File: src/rtl/bnn_exec_unit.sv
`default_nettype none
// ============================================================================
// Module      : bnn_exec_unit
// Description : Multi-cycle binary-neural-network execute unit. Computes the
//               XNOR-popcount of two operands over POP_PER_CYCLE-bit slices,
//               maintains a saturating signed accumulator, and stalls the
//               pipeline through BusyE while counting.
//               Optional feature macro: BNN_THRESHOLD_EN (THRESH compare).
// Revision    : 1.0 - initial release
// ============================================================================
module bnn_exec_unit #(
    parameter int XLEN          = 32,
    parameter int POP_PER_CYCLE = 8,
    parameter int ACC_W         = 16
) (
    input  logic            clk,
    input  logic            reset,
    input  logic            StartE,
    input  logic [1:0]      FuncE,
    input  logic [XLEN-1:0] OpA_E,
    input  logic [XLEN-1:0] OpB_E,
    input  logic            FlushE,
    output logic            BusyE,
    output logic            DoneE,
    output logic [XLEN-1:0] BNNResult
);

    localparam int N  = XLEN / POP_PER_CYCLE;
    localparam int PW = $clog2(XLEN + 1);
    localparam int KW = (N > 1) ? $clog2(N) : 1;
    // Sum width: room for the sign-extended accumulator plus the +/-XLEN term
    localparam int SW = ((ACC_W > PW + 1) ? ACC_W : PW + 1) + 2;

    localparam logic [1:0] c_S_IDLE  = 2'd0;
    localparam logic [1:0] c_S_COUNT = 2'd1;
    localparam logic [1:0] c_S_DONE  = 2'd2;

    localparam logic [1:0] c_F_XNORPOP = 2'b00;
    localparam logic [1:0] c_F_XNORACC = 2'b01;
    localparam logic [1:0] c_F_ACCCLR  = 2'b10;

    localparam logic [ACC_W-1:0] c_ACC_MAX = {1'b0, {(ACC_W-1){1'b1}}};
    localparam logic [ACC_W-1:0] c_ACC_MIN = {1'b1, {(ACC_W-1){1'b0}}};
    localparam logic [SW-1:0]    c_SAT_MAX = SW'(c_ACC_MAX);
    localparam logic [SW-1:0]    c_SAT_MIN = SW'($signed(c_ACC_MIN));
    localparam logic [SW-1:0]    c_XLEN_S  = SW'(XLEN);

    // Reject illegal parameter combinations at elaboration
    generate
        if ((XLEN % POP_PER_CYCLE) != 0) begin : g_bad_slice
            $error("XLEN must be a multiple of POP_PER_CYCLE");
        end
        if (ACC_W > XLEN) begin : g_bad_accw
            $error("ACC_W must not exceed XLEN");
        end
    endgenerate

    logic [1:0]       r_state;
    logic [1:0]       r_func;
    logic [XLEN-1:0]  r_xnor;     // consumed from the LSB end, one slice per cycle
    logic [KW-1:0]    r_k;
    logic [PW-1:0]    r_pop;
    logic [ACC_W-1:0] r_acc;
    logic [XLEN-1:0]  r_result;

    logic [PW-1:0]    w_slice_pop;
    logic [PW-1:0]    w_pop_final;
    logic [SW-1:0]    w_sum;
    logic [ACC_W-1:0] w_acc_new;
    logic [XLEN-1:0]  w_thr_result;
    logic             w_accept;
    logic             w_last;

    assign w_accept    = (r_state != c_S_COUNT) && StartE && !FlushE;
    assign w_last      = (r_k == KW'(N - 1));
    assign w_pop_final = r_pop + w_slice_pop;

    assign BusyE     = (r_state == c_S_COUNT) || (w_accept && !FuncE[1]);
    assign DoneE     = (r_state == c_S_DONE);
    assign BNNResult = r_result;

    // Popcount of the current slice (low POP_PER_CYCLE bits of the shifter)
    always_comb begin
        w_slice_pop = '0;
        for (int i = 0; i < POP_PER_CYCLE; i++) begin
            w_slice_pop = w_slice_pop + PW'(r_xnor[i]);
        end
    end

    // acc + (2*pop - XLEN), clamped to the signed ACC_W range
    always_comb begin
        w_sum = SW'($signed(r_acc)) + SW'({w_pop_final, 1'b0}) - c_XLEN_S;
        if ($signed(w_sum) > $signed(c_SAT_MAX)) begin
            w_acc_new = c_ACC_MAX;
        end else if ($signed(w_sum) < $signed(c_SAT_MIN)) begin
            w_acc_new = c_ACC_MIN;
        end else begin
            w_acc_new = w_sum[ACC_W-1:0];
        end
    end

`ifdef BNN_THRESHOLD_EN
    // Threshold compare uses the live operand since THRESH commits at accept
    assign w_thr_result = XLEN'($signed(r_acc) >= $signed(OpA_E[ACC_W-1:0]));
`else
    assign w_thr_result = '0;
`endif

    // Control FSM, slice counter, accumulator and result register
    always_ff @(posedge clk) begin
        if (reset) begin
            r_state  <= c_S_IDLE;
            r_func   <= '0;
            r_xnor   <= '0;
            r_k      <= '0;
            r_pop    <= '0;
            r_acc    <= '0;
            r_result <= '0;
        end else if (r_state == c_S_COUNT) begin
            if (FlushE) begin
                r_state <= c_S_IDLE;
            end else begin
                r_pop  <= w_pop_final;
                r_xnor <= r_xnor >> POP_PER_CYCLE;
                r_k    <= r_k + KW'(1);
                if (w_last) begin
                    r_state <= c_S_DONE;
                    if (r_func == c_F_XNORACC) begin
                        r_acc    <= w_acc_new;
                        r_result <= XLEN'($signed(w_acc_new));
                    end else begin
                        r_result <= XLEN'(w_pop_final);
                    end
                end
            end
        end else if (w_accept) begin
            r_func <= FuncE;
            if (FuncE == c_F_XNORPOP || FuncE == c_F_XNORACC) begin
                r_state <= c_S_COUNT;
                r_xnor  <= ~(OpA_E ^ OpB_E);
                r_k     <= '0;
                r_pop   <= '0;
            end else if (FuncE == c_F_ACCCLR) begin
                r_state  <= c_S_DONE;
                r_acc    <= '0;
                r_result <= '0;
            end else begin
                r_state  <= c_S_DONE;
                r_result <= w_thr_result;
            end
        end else begin
            r_state <= c_S_IDLE;
        end
    end

endmodule
`default_nettype wire

File: config.mk
export PLATFORM = sky130hd
export DESIGN_NAME = bnn_exec_unit
export DESIGN_NICKNAME = d
export VERILOG_FILES = /design/src/rtl/bnn_exec_unit.sv
export SDC_FILE = /design/constraint.sdc
export NUM_CORES = 1
export LEC_CHECK = 0
export CAP_MARGIN = 0
export CORE_MARGIN = 1
export CORE_UTILIZATION = 35
export DETAILED_ROUTE_END_ITERATION = 12
export PLACE_DENSITY = 0.56
export SKIP_LAST_GASP = 1
export SLEW_MARGIN = 30
export SYNTH_ARGS = -nofsm -noshare
export SYNTH_HDL_FRONTEND = slang
export SYNTH_SLANG_ARGS = --single-unit
File: constraint.sdc
create_clock -name clk -period 5.8 [get_ports clk]
set_input_delay 0.87 -clock clk [delete_from_list [all_inputs] [get_ports clk]]
set_output_delay 0.87 -clock clk [all_outputs]
set_load 0.005 [all_outputs]
==> qor.yml <==
die-height_um: 117.0
grt_pass1_vias: 3750
grt_max_degree: 53
dr.pass1.iters: 5
fin_skew_ps: 9.289
cts_root_buf: "clkbuf_16"
path_clk_slew_ps: 60
initial_utilization: 0.3623
clk_path_buf_depth: 2
utilization: 0.4747
htreeDepth: 3
async_flop_share: 0
p_leak_nw: 2.551
yosys_warnings: 0
final_layout_size_suffix_gt1_frac: 0.06864
grt_pass1_wl_mm: 18.20
cap_viol_max_count: 0
vias: 4103
ys_top_cells_by_area: "dfxtp_1, ha_1, xor2_1"
dp_slack_ps: 107.0
dp.cells: 793
endpoint_kind: "flop"
fmax_mhz: 181.4
setup_viol: 0
vias_per_cell: 5.047
synth.avg_cell_area_um2: 8.369
final_area_mm2: 0.006063
drc: 0
worst_pin_slew_ps: 908.7
p_per_area_mw_per_mm2: 215.4
netlist_area_mm2: 0.004628
io_buffers: 103
status: "finished, final reports clean"
clock_power_share: 0.442
wl_per_cell_um: 13.93
cts_tree: "yes"
die-area_mm2: 0.01369
overflow: 0
numCtsBuffers: 9
rsz0062_at_grt: "no"
synth-seq-cells: 76
synth_edf_count: 0
worstReg2RegStart: "r_xnor[0]"
track_usage: 0.1724
crit_end: "r_acc[3]"
synth_most_common_cell: "dfxtp_1"
place.gp.congestion: 0.8113
synth_common_cells: "dfxtp_1, nor2_1, nand2_1, inv_1, o21ai_0"
drt_iter0_drc: 265
finalCriticalPeriod_ps: 5512
min_path_type: "reg2reg"
finalSetupTns_ps: 0
power_mw: 1.306
maxSlewHeadroom: 0.3919
crit_arrival_ps: 5730
syn_inst: 553
fin_nets: 739
crit_type: "reg2reg"
coreArea_mm2: 0.01277
dpl.hpwl_mm: 8.485
num_antenna_cells: 0
path_max_fanout: 20
detailed_place.area_mm2: 0.005714
totalWireLength_mm: 11.33
slew_viol_final: 0
worst_ep_required_time_ps: 6020
holdWs_ps: 452.2
antenna_found_initial: 0
instances_no_fill: 813
p_int_mw: 0.9798
clk_latency_ps: 340
cts_num_sinks: 76
setup_ws_ps: 288.4
critPathLaunchType: "flop"
die_w_um: 117.0
ys_seq_area_frac: 0.3287
r2r_slack_ps: 290
synth_area_leader_cell: "dfxtp_1"
holdBufCountCts: 0
hp-start: "BNNResult[13]"
synth_top_area_share: 0.3287
power_frac_comb: 0.140
ant_nets: 0
period_share: 0.9503
power_switching_mw: 0.3265
seqPwrFrac: 0.418
hold_viol_final: 0
p_sw_frac: 0.2500
rows: 41
vdd_ir_drop_max_uv: 156.5
io_pins: 104
r2r_cells: 21
syn_nets: 656
synth-main-ff-cell: "dfxtp_1"
worstSetupStartpoint: "r_xnor[0]"
netlist-cell-type-count: 55
syn_to_final_growth_pct: 31.01
rr_endpoint: "r_acc[3]"
-- critical path, cell delays in order, from the launching register on --
cell,delay (ps)
dfxtp_1,320
fa_1,530
inv_1,50
fa_1,500
fa_1,430
fa_2,370
fa_1,400
o21ai_0,160
a21oi_1,100
xnor2_1,250
inv_1,80
ha_1,270
inv_1,40
ha_1,340
o211a_1,160
a21oi_4,190
a21oi_2,110
o311a_4,410
a21boi_4,190
nor2_2,70
buf_12,160
a221o_1,260
-- worst min-delay path by stage --
stage	end	depth (start not counted)
after floorplan	r_acc[4]	1
after global placement	BNNResult[13]	1
after detailed placement	BNNResult[14]	1
after CTS	BNNResult[14]	1
after global routing	BNNResult[14]	1
final	BNNResult[13]	1
-- area by class of cell --
cell class                 count  area (µm²)
tap                          172       215.2
clock buffer                  10       239.0
fill                        1268        6710
inverter                      39       146.4
multi-input combinational    393        2720
timing repair buffer         117        1149
clock inverter                 6       72.57
sequential                    76        1521
-- per-layer routing --
metal / vias up / wire length, µm / GRT usage
li1: 2094 / - / -
met1: 1893 / 5099 / 0.2217
met2: 108 / 5562 / 0.2876
met3: 8 / 524 / 0.03965
met4: 0 / 139 / 0.05232
met5: - / 0 / 0
-- state kept, by name, summed over array words and instances, names as in the netlist --
| name | cells |
|---|---|
| BNNResult | 16 |
| r_acc | 16 |
| r_func | 2 |
| r_k | 2 |
| r_pop | 6 |
| r_state | 2 |
| r_xnor | 32 |
-- power by group through the flow --
stage | sequential [mW] | combinational (mW) | clock (mW)
2_1_floorplan | 0.555 | 0.0974 | 0
3_3_place_gp | 0.557 | 0.182 | 0
3_5_place_dp | 0.558 | 0.184 | 0
4_1_cts | 0.546 | 0.185 | 0.590
5_1_grt | 0.548 | 0.207 | 0.619
6_report | 0.546 | 0.183 | 0.577
-- cell families after synthesis --
group,count (synthesis),synth area share
buffers and inverters,84,0.08570
multiplexers,2,0.004326
AND/OR/NAND/NOR,148,0.1390
AO/OA/AOI/OAI,168,0.2639
XOR/XNOR,42,0.07948
flip-flops,76,0.3287
adder cells (fa/ha/maj),33,0.09895
-- repair_timing --
action / in CTS / in global routing
setup buffers: 0 / 4
resized for setup: 0 / 2
endpoints found under the setup margin: 0 / 29
-- layout by cell type, fill, tap and decap left out, drive strengths merged, types with 7 or more instances in the layout --
cell type      count
dfxtp             76
buf               14
a21oi             30
xor2              35
nand3             11
o21ai             38
ha                27
nand2             46
a211oi            28
clkbuf            10
xnor2              7
a21o              12
nor3               8
nor2              60
inv               40
a221o             18
clkdlybuf4s50    103
Power figures use the tool's default switching activity.
